<file path="config.mk">
export PLATFORM = sky130hd
export DESIGN_NAME = fp16_divider
export DESIGN_NICKNAME = d
export VERILOG_FILES = /design/src/rtl/fp16_pkg.sv /design/src/rtl/fp16_lzc.sv /design/src/rtl/fp16_divider.sv
export SDC_FILE = /design/constraint.sdc
export NUM_CORES = 1
export LEC_CHECK = 0
export CAP_MARGIN = 10
export CORE_MARGIN = 2
export CORE_UTILIZATION = 30
export DETAILED_ROUTE_END_ITERATION = 12
export GPL_ROUTABILITY_DRIVEN = 0
export GPL_TIMING_DRIVEN = 0
export PLACE_DENSITY = 0.59
export SLEW_MARGIN = 0
export SYNTH_ARGS = -nofsm -noshare
export SYNTH_HDL_FRONTEND = slang
export SYNTH_SLANG_ARGS = --single-unit
</file>
<file path="constraint.sdc">
create_clock -name clk -period 4.57 [get_ports clk]
set_input_delay 0.6855 -clock clk [delete_from_list [all_inputs] [get_ports clk]]
set_output_delay 0.6855 -clock clk [all_outputs]
set_load 0.02 [all_outputs]
</file>
<file path="src/rtl/fp16_pkg.sv">
// Shared binary16 constants, FSM state encoding and operand classification helpers
// for the fp16 divider.
package fp16_pkg;

  localparam int unsigned EXP_BIAS  = 15;
  localparam logic [4:0]  EXP_MAX   = 5'h1F;
  localparam logic [15:0] QNAN      = 16'h7FFF;
  localparam logic [15:0] POS_INF   = 16'h7C00;
  localparam int unsigned DIV_STEPS = 13;

  typedef enum logic [1:0] {
    S_IDLE,
    S_NORM,
    S_DIV,
    S_ROUND
  } state_t;

  function automatic logic is_zero(input logic [15:0] x);
    return (x & 16'h7FFF) == 16'h0000;
  endfunction

  function automatic logic is_inf(input logic [15:0] x);
    return (x & 16'h7FFF) == POS_INF;
  endfunction

  function automatic logic is_nan(input logic [15:0] x);
    return (x & 16'h7FFF) > POS_INF;
  endfunction

endpackage

</file>
<file path="src/rtl/fp16_lzc.sv">
// 11-bit leading-zero counter used to left-normalize subnormal significands.
module fp16_lzc (
  input  logic [10:0] i_val,
  output logic [3:0]  o_cnt
);

  // Later (higher) set bits override earlier ones, so the MSB-most one wins.
  always_comb begin
    o_cnt = 4'd11;
    for (int unsigned i = 0; i < 11; i++) begin
      if (i_val[i]) o_cnt = 4'(10 - i);
    end
  end

endmodule

</file>
<file path="src/rtl/fp16_divider.sv">
// Multi-cycle binary16 divider: special operands resolve in one cycle, normal
// operands go NORM -> 13-step restoring DIV -> ROUND with round-to-nearest-even.
module fp16_divider
  import fp16_pkg::*;
(
  input  logic        clk,
  input  logic        rst,
  input  logic        in_valid,
  output logic        in_ready,
  input  logic [15:0] a,
  input  logic [15:0] b,
  output logic        out_valid,
  output logic [15:0] result,
  output logic        dz
);

  localparam logic signed [6:0] BIAS7    = 7'(EXP_BIAS);
  localparam logic [3:0]        DIV_LAST = 4'(DIV_STEPS - 1);

  state_t r_state, w_next;

  logic [15:0]        r_a, r_b;
  logic [12:0]        r_rem;
  logic [10:0]        r_div;
  logic [12:0]        r_q;
  logic signed [6:0]  r_exp;
  logic [3:0]         r_cnt;
  logic [15:0]        r_result;
  logic               r_out_valid;
  logic               r_dz;

  logic               w_a_zero, w_a_inf, w_a_nan;
  logic               w_b_zero, w_b_inf, w_b_nan;
  logic               w_special, w_sign_in;
  logic [15:0]        w_spec_res;
  logic               w_spec_dz;

  logic [10:0]        w_ma, w_mb, w_mna, w_mnb;
  logic [3:0]         w_lza, w_lzb;
  logic signed [6:0]  w_eaeff, w_ebeff, w_e0;
  logic               w_lt;

  logic [12:0]        w_trial, w_keep;
  logic               w_ge;

  logic               w_e_le0;
  logic signed [6:0]  w_diff, w_efin;
  logic [3:0]         w_sh;
  logic [12:0]        w_qs;
  logic [15:0]        w_mask;
  logic               w_lost, w_sticky, w_inc;
  logic [10:0]        w_mant;
  logic [11:0]        w_msum;
  logic [15:0]        w_res;

  assign in_ready  = (r_state == S_IDLE);
  assign out_valid = r_out_valid;
  assign result    = r_result;
  assign dz        = r_dz;

  // Operand classification and special-case results
  always_comb begin
    w_a_zero   = is_zero(a);
    w_a_inf    = is_inf(a);
    w_a_nan    = is_nan(a);
    w_b_zero   = is_zero(b);
    w_b_inf    = is_inf(b);
    w_b_nan    = is_nan(b);
    w_sign_in  = a[15] ^ b[15];
    w_special  = w_a_zero | w_a_inf | w_a_nan | w_b_zero | w_b_inf | w_b_nan;
    w_spec_res = QNAN;
    w_spec_dz  = 1'b0;
    if (w_a_nan || w_b_nan || (w_a_inf && w_b_inf) || (w_a_zero && w_b_zero)) begin
      w_spec_res = QNAN;
    end else if (w_b_zero && !w_a_inf) begin
      w_spec_res = {w_sign_in, POS_INF[14:0]};
      w_spec_dz  = 1'b1;
    end else if (w_a_inf) begin
      w_spec_res = {w_sign_in, POS_INF[14:0]};
    end else begin
      w_spec_res = {w_sign_in, 15'd0};
    end
  end

  fp16_lzc u_lzc_a (.i_val(w_ma), .o_cnt(w_lza));
  fp16_lzc u_lzc_b (.i_val(w_mb), .o_cnt(w_lzb));

  // Normalization: subnormals get shifted up to a hidden-one significand
  always_comb begin
    w_ma    = {|r_a[14:10], r_a[9:0]};
    w_mb    = {|r_b[14:10], r_b[9:0]};
    w_mna   = w_ma << w_lza;
    w_mnb   = w_mb << w_lzb;
    w_eaeff = (r_a[14:10] == 5'd0) ? (7'sd1 - signed'({3'b000, w_lza}))
                                   : signed'({2'b00, r_a[14:10]});
    w_ebeff = (r_b[14:10] == 5'd0) ? (7'sd1 - signed'({3'b000, w_lzb}))
                                   : signed'({2'b00, r_b[14:10]});
    w_e0    = w_eaeff - w_ebeff + BIAS7;
    w_lt    = (w_mna < w_mnb);
  end

  always_comb begin
    w_trial = r_rem - {2'b00, r_div};
    w_ge    = (r_rem >= {2'b00, r_div});
    w_keep  = w_ge ? w_trial : r_rem;
  end

  // Rounding: denormalizing right shift folds lost bits into sticky, and a
  // subnormal that rounds into bit10 naturally yields exponent field 1.
  always_comb begin
    w_e_le0  = (r_exp <= 7'sd0);
    w_diff   = 7'sd1 - r_exp;
    w_sh     = 4'd0;
    if (w_e_le0) w_sh = (w_diff > 7'sd14) ? 4'd14 : w_diff[3:0];
    w_qs     = r_q >> w_sh;
    w_mask   = (16'd1 << w_sh) - 16'd1;
    w_lost   = |({3'b000, r_q} & w_mask);
    w_sticky = (r_rem != 13'd0) | w_lost;
    w_mant   = w_qs[12:2];
    w_inc    = w_qs[1] & (w_qs[0] | w_sticky | w_mant[0]);
    w_msum   = {1'b0, w_mant} + {11'd0, w_inc};
    w_efin   = r_exp + signed'({6'd0, w_msum[11]});
    w_res    = '0;
    if (w_e_le0) begin
      w_res = {r_a[15] ^ r_b[15], 4'd0, w_msum[10], w_msum[9:0]};
    end else if (w_efin >= 7'sd31) begin
      w_res = {r_a[15] ^ r_b[15], EXP_MAX, 10'd0};
    end else begin
      w_res = {r_a[15] ^ r_b[15], w_efin[4:0], w_msum[9:0]};
    end
  end

  always_ff @(posedge clk or posedge rst) begin
    if (rst) r_state <= S_IDLE;
    else     r_state <= w_next;
  end

  always_comb begin
    w_next = r_state;
    case (r_state)
      S_IDLE:  if (in_valid && !w_special) w_next = S_NORM;
      S_NORM:  w_next = S_DIV;
      S_DIV:   if (r_cnt == DIV_LAST) w_next = S_ROUND;
      S_ROUND: w_next = S_IDLE;
      default: w_next = S_IDLE;
    endcase
  end

  always_ff @(posedge clk or posedge rst) begin
    if (rst) begin
      r_a         <= '0;
      r_b         <= '0;
      r_rem       <= '0;
      r_div       <= '0;
      r_q         <= '0;
      r_exp       <= '0;
      r_cnt       <= '0;
      r_result    <= '0;
      r_out_valid <= 1'b0;
      r_dz        <= 1'b0;
    end else begin
      r_out_valid <= 1'b0;
      case (r_state)
        S_IDLE: begin
          if (in_valid) begin
            if (w_special) begin
              r_result    <= w_spec_res;
              r_dz        <= w_spec_dz;
              r_out_valid <= 1'b1;
            end else begin
              r_a <= a;
              r_b <= b;
            end
          end
        end
        S_NORM: begin
          r_rem <= w_lt ? {1'b0, w_mna, 1'b0} : {2'b00, w_mna};
          r_div <= w_mnb;
          r_exp <= w_lt ? (w_e0 - 7'sd1) : w_e0;
          r_q   <= '0;
          r_cnt <= '0;
        end
        S_DIV: begin
          r_rem <= w_keep << 1;
          r_q   <= {r_q[11:0], w_ge};
          r_cnt <= r_cnt + 4'd1;
        end
        S_ROUND: begin
          r_result    <= w_res;
          r_dz        <= 1'b0;
          r_out_valid <= 1'b1;
        end
        default: ;
      endcase
    end
  end

endmodule

</file>
Yosys cells after proc, flatten, opt, wreduce, memory -nomap -nowiden:

Cells that the tools add are included.

* bits in registers: 100
* input port bits: 35
* output and inout bits: 19
* word-level logic and storage cells: 130

* add/subtract/negate cells: 11
* magnitude comparators: 7
* equal/unequal tests: 10
* shifts and indexed selects: 4
* muxes and demuxes: 51
* bitwise operators: 13
* reductions and logical operators: 23

Operator list (count)
* two-way mux 4 bit: 18
* two-way mux 15 bit: 4
* case mux 13 bit (2 select lines): 2
* two-way mux 16 bit: 3
* logical NOT 16 bit: 2
* case mux 16 bit (2 select lines): 1
* equality test 15 bit (second input constant): 2
* greater-than comparator 15 bit (second input constant): 2
* two-way mux 12 bit: 2
* left shift 11 x 4 -> 11 bit: 2
* two-way mux 7 bit: 3
* bitwise AND 13 x 16 -> 16 bit: 1
* OR reduction 16 bit: 1
* left shift 1 x 4 -> 16 bit (first input constant): 1
* subtractor 16 x 1 -> 16 bit (second input constant): 1
* >= comparator 13 x 11 -> 1 bit: 1
* nonzero test 13 bit: 1
* right shift 13 x 4 -> 13 bit: 1
* adder 11 x 1 -> 12 bit: 1
* two-way mux 2 bit: 6
* subtractor 12 x 11 -> 12 bit: 1
* less-than comparator 11 bit: 1
* logical NOT 5 bit: 2
* OR reduction 5 bit: 2
* 30 further kinds: 58

Depth between registers and ports, before layout:

* depth after elaboration: 18
* mapped depth: 26

Modules after synthesis:

Synthesis repeated with hierarchy kept, for this count alone.

* cell total of the unflattened synthesis: 986
* area total of the unflattened synthesis: 8423.1 um^2

Modules (own cells, without submodules)
* fp16_divider: instances 1, cells each 952, area each 8202.9 um^2
* fp16_lzc: instances 2, cells each 17, area each 110.1 um^2

Worst setup path after synthesis:

Ideal clock, no wire load.

* kind: register to register
* start: register r_exp[2]
* end: register r_result[0], in the netlist result[0]
* setup time: 0.069 ns
* data arrival time: 4.846 ns
* setup slack: -0.345 ns
* stages on the path, launching flop included: 26
* buffers on the path: 3
* period minus slack after synthesis: 4.915 ns
* path through: dfrtp_1 buf_2 inv_1 ha_1 buf_6 or3b_4 a221o_1 a32oi_4 buf_4 mux2i_1 a22oi_2 o211a_1 and3_4 nand4_4 nor4_1 ha_1 ha_1 xnor2_1 nor4_1 o21ai_0 o21a_1 o21a_1 o21ai_0 or3_1 a41o_1 nand3_1

* cells in the longest elaborated chain, start to end: 18
* elaborated cells on any way between the ends: 20
* those cells by class: add/sub: 4; order compare: 3; shift: 2; mux: 5; bitwise: 5; reduce/logical: 1

Ends and longest elaborated chain
* start: declaration: line fp16_divider.sv:26 `logic signed [6:0] r_exp;`
* start signal: assignment: line fp16_divider.sv:179 `r_exp <= w_lt ? (w_e0 - 7'sd1) : w_e0;`
* subtractor 2 x 7 -> 7 bit: line fp16_divider.sv:112 `w_diff = 7'sd1 - r_exp;`
* greater-than comparator 7 x 5 -> 1 bit: line fp16_divider.sv:114 `if (w_e_le0) w_sh = (w_diff > 7'sd14) ? 4'd14 : w_diff[3:0];`
* two-way mux 4 bit (2 in a row): line fp16_divider.sv:114
* left shift 1 x 4 -> 16 bit: line fp16_divider.sv:116 `w_mask = (16'd1 << w_sh) - 16'd1;`
* subtractor 16 x 1 -> 16 bit: line fp16_divider.sv:116
* bitwise AND 13 x 16 -> 16 bit: line fp16_divider.sv:117 `w_lost = |({3'b000, r_q} & w_mask);`
* OR reduction 16 bit: line fp16_divider.sv:117
* OR 1 bit: line fp16_divider.sv:118 `w_sticky = (r_rem != 13'd0) | w_lost;`
* OR 1 bit (2 in a row): line fp16_divider.sv:120 `w_inc = w_qs[1] & (w_qs[0] | w_sticky | w_mant[0]);`
* bitwise AND 1 bit: line fp16_divider.sv:120
* adder 11 x 1 -> 12 bit: line fp16_divider.sv:121 `w_msum = {1'b0, w_mant} + {11'd0, w_inc};`
* adder 7 x 2 -> 7 bit: line fp16_divider.sv:122 `w_efin = r_exp + signed'({6'd0, w_msum[11]});`
* >= comparator 7 x 6 -> 1 bit: line fp16_divider.sv:126 `end else if (w_efin >= 7'sd31) begin`
* two-way mux 15 bit: line fp16_divider.sv:126
* two-way mux 15 bit *: line fp16_divider.sv:124 `if (w_e_le0) begin`
* case mux 16 bit (2 select lines) *: line fp16_divider.sv:163 `case (r_state)`
* end signal: assignment: line fp16_divider.sv:167 `r_result <= w_spec_res;`
* end signal: assignment: line fp16_divider.sv:189 `r_result <= w_res;`
* end: declaration: line fp16_divider.sv:28 `logic [15:0] r_result;`

Every way passes the cells marked *; elsewhere a longest branch is shown, timed or not.
A chain may end at the register's enable or synchronous reset.

Worst setup path in the final report:

Ends and elaborated chain as after synthesis.

==> flow_summary.yaml <==
floorplan:
  core_um2: 27780
  io_pins: 54
  fp-row-count: 61
  dieArea_um2: 29570
  initial_core_util_pct: 30.46
  die_x_um: 172.0
  die_h_um: 172.0
sta:
  fin_ws_ps: -438.7
  clock_skew_ps: 7.921
  final-hold-violation-count: 0
  report.final.slew_viol_count: 0
  rsz0062_at_grt: "true"
  worst_pin_slew_ps: 1111
  slew_headroom_pct: 25.22
  setup_viol: 12
  fmax_mhz: 199.7
  fin_crit_sh_pct: 109.6
  min_period_ps: 5009
global_routing:
  overflow: 0
  grt_pass1_vias: 7700
  grt_pass1_wl_um: 40290
  antenna_found_initial: 0
  grt.total_usage_pct: 16.95
  grt_max_degree: 68
clock_network:
  insertion_delay_ps: 360
  cts.sinks: 100
  clk_pin_slew_ps: 70
  cts_tree: "built"
  cts_root_buf: "clkbuf_16"
  numCtsBuffers: 9
  cts_max_level: 3
  clockBufferDepth: 2
  hold_buffers: 0
worst_setup_path:
  required_ps: 4870
  crit_path_start_kind: "register"
  crit_type: "reg2reg"
  reg2reg_depth: 24
  r2r-start: "r_exp[2]"
  cpPeakStageDelay_ps: 430
  critPathTopFamily: "simple AND/OR/NAND/NOR gates"
  cp-end-kind: "register"
  critPathArrivalTime_ps: 5310
  cpMostUsedCell: "ha_4"
  crit_path_top_delay_cell: "or4_1"
  cp-startpoint: "r_exp[2]"
  cp.buffers_inverters: 3
  crit_path_max_fanout: 8
  cp_cell_sequence: "buf_6 > inv_4 > ha_4 > or3b_4 > a221o_1 > a32oi_4 > buf_12 > mux2i_1 > or4_1 > nand4_1 > and3_4 > nand4_4 > nor4_4 > ha_2 > ha_4 > xnor2_2 > nor4_2 > o21ai_1 > o21a_1 > o21a_2 > o21ai_0 > or3_1 > a41o_1 > nand3_1"
  r2r_end: "result[0]"
  regToRegSetupSlack_ps: -440
drt:
  wl_um: 25300
  ant_nets: 0
  wl_per_cell_um: 17.04
  num_vias: 7991
  dr.pass1.iters: 5
  drtIter0Drc: 575
  drc: 0
  viasPerCell: 5.381
synthesis:
  ys_ff_latch: 100
  avgSynthCellArea_um2: 8.514
  syn_inst: 994
  syn_nets: 1079
  ys_seq_area_share_pct: 29.57
  yosysWarnings: 0
  mappedNetlistArea_um2: 8463
  async_reset_ff_share_pct: 100.0
  synth.distinct_cells: 91
  synth-edff-count: 0
  ys.flop_type: "dfrtp_1"
finish:
  antenna_cells: 0
  nNetsFinal: 1187
  fin_cells: 1485
  synthToLayoutAreaGrowth_pct: 26.73
  fill_cells: 2843
  drive_gt1_share_pct: 21.77
power:
  p_leak_nw: 4.351
  vdd_ir_drop_max_v: 0.0003743
  power_mw: 9.115
  p_per_area_nw_per_um2: 849.8
worst_hold_path:
  whs_endpoint: "r_cnt[3]"
  hp-start: "r_cnt[3]"
  hp-class: "reg2reg"
  hold_depth: 1
status:
  failed_checks: "setup timing"
  outcome: "complete, but fails checks"
placement:
  dp_hpwl_um: 18610
  placed_cells: 1426
  io_buffers: 53
job:
  max_cap_viol_count: 0
[cell type report]
type                    count  area [um^2]  share of cell area [%]
inverters                  65        249.0                   2.322
well taps                 378        473.0                   4.410
clock buffers               9        225.2                   2.100
multi-input cells         772         5897                   54.98
plain buffers              52        349.1                   3.255
clock inverters             7        81.33                  0.7583
repair buffers            102        945.9                   8.819
flip-flops and latches    100         2505                   23.36
[timing repair]
item,CTS,global route
pin swaps,6,30
setup buffers,21,28
endpoints found under the setup margin,34,34
cloned,1,0
gates resized for setup,52,75
[registers in the layout (all words and copies together) (netlist names)]
name	cells
r_rem	13
dz	1
r_q	13
r_div	11
r_exp	7
result	16
r_state	2
out_valid	1
r_cnt	4
r_a	16
r_b	16
[worst reg2reg max path: cells and delay by family, from the launching register on]
family          cells  cell delay (ps)
simple gates        9             1920
compound gates      7             1440
fa+ha+maj           3              590
flops               1              390
buf+inv             3              370
xor+xnor            1              130
mux                 1              120
[cell families (layout without fill, tap and decap cells)]
| logic type | count (synthesis) | count (layout) | share of synthesized area [%] |
|---|---|---|---|
| buffers and inverters | 122 | 235 | 6.712 |
| xor gates and xnor gates | 34 | 34 | 3.519 |
| muxes | 79 | 79 | 10.64 |
| adders and majority gates | 50 | 50 | 7.570 |
| and+or+nand+nor | 325 | 325 | 19.06 |
| AOI/OAI and AO/OA | 284 | 284 | 22.93 |
| DFF | 100 | 100 | 29.57 |
[worst max-delay path by stage]
stage               slack (ps)         to  depth (start not counted)
floorplan                 -140  result[9]                         22
global placement          -930   r_exp[1]                          2
detailed placement        -800  result[0]                         24
CTS                       -420  result[9]                         23
global route              -660  result[0]                         24
finish                    -440  result[0]                         24
[power by group]
part	internal, mW	switching, mW	total, mW
logic	2.86	3.79	6.64
clock network	0.434	0.384	0.818
registers	1.28	0.376	1.65
total	4.57	4.55	9.11
[placed cells by master (no fill, tap or decap), types with 12 or more instances in the layout]
| cell type | instances |
|---|---|
| nor3_1 | 22 |
| dfrtp_1 | 98 |
| clkdlybuf4s50_1 | 53 |
| a21oi_2 | 12 |
| nor2_1 | 66 |
| inv_1 | 60 |
| buf_4 | 44 |
| xor2_1 | 13 |
| or2_2 | 12 |
| a21o_1 | 13 |
| o21ai_0 | 52 |
| nand2_1 | 96 |
| a21oi_1 | 51 |
| o22ai_1 | 12 |
| xnor2_1 | 18 |
| mux2i_1 | 39 |
| clkbuf_1 | 26 |
| ha_1 | 43 |
| mux2_2 | 31 |
| nand3_1 | 24 |
[metal layers]
layer  track usage, %  wire length (um)  up-vias  part of all wire [%]
li1                 -                 -     3870                     -
met1            22.55             11450     3890                    45
met2            29.65             12610      197                    50
met3            1.579               810       34                   3.2
met4            4.165               426        0                   1.7
met5                0                 0        -                     0
[metrics by stage]
stage | setup TNS, ps | setup slack, ps | utilization, % | instance area, um^2 | hold WS [ps]
final | -3274 | -438.7 | 38.61 | 10730 | 493.0
after detailed placement | -15450 | -797.3 | 34.44 | 9568 | 476.6
after global placement | -73250 | -926.6 | 34.33 | 9538 | 478.8
after CTS | -3208 | -422.1 | 36.82 | 10230 | 489.0
after global routing | -6903 | -664.3 | 38.61 | 10730 | 533.5
after floorplan | -269.0 | -143.3 | - | 8534 | 451.7
[Yosys cell counts, drive strengths merged (5+ instances only)]
master | n | share of area, %
nand2 | 97 | 4.3
nor4 | 17 | 1.3
mux2i | 42 | 5.0
inv | 65 | 2.9
xor2 | 15 | 1.6
o2111ai | 5 | 0.52
o22a | 6 | 0.62
o21bai | 8 | 0.71
nor3b | 6 | 0.53
o2bb2ai | 6 | 0.62
dfrtp | 100 | 30
nand2b | 8 | 0.59
clkbuf | 41 | 2.3
o21a | 7 | 0.62
nor2b | 6 | 0.44
or2 | 12 | 0.89
o31ai | 11 | 1.1
a211oi | 6 | 0.53
a22oi | 13 | 1.2
a31oi | 11 | 0.81
a21oi | 65 | 3.8
nor3 | 29 | 1.8
and3 | 9 | 0.72
o21ai | 61 | 3.7
mux4 | 5 | 1.4
nand4 | 12 | 1.1
nor2 | 77 | 3.5
xnor2 | 19 | 2.0
buf | 15 | 1.2
a21o | 13 | 1.2
o211ai | 11 | 0.98
ha | 48 | 7.1
or4 | 8 | 0.72
mux2 | 32 | 4.3
nand3 | 25 | 1.5
or3 | 6 | 0.46
o22ai | 20 | 1.6
(Power assumes the default switching activity.)
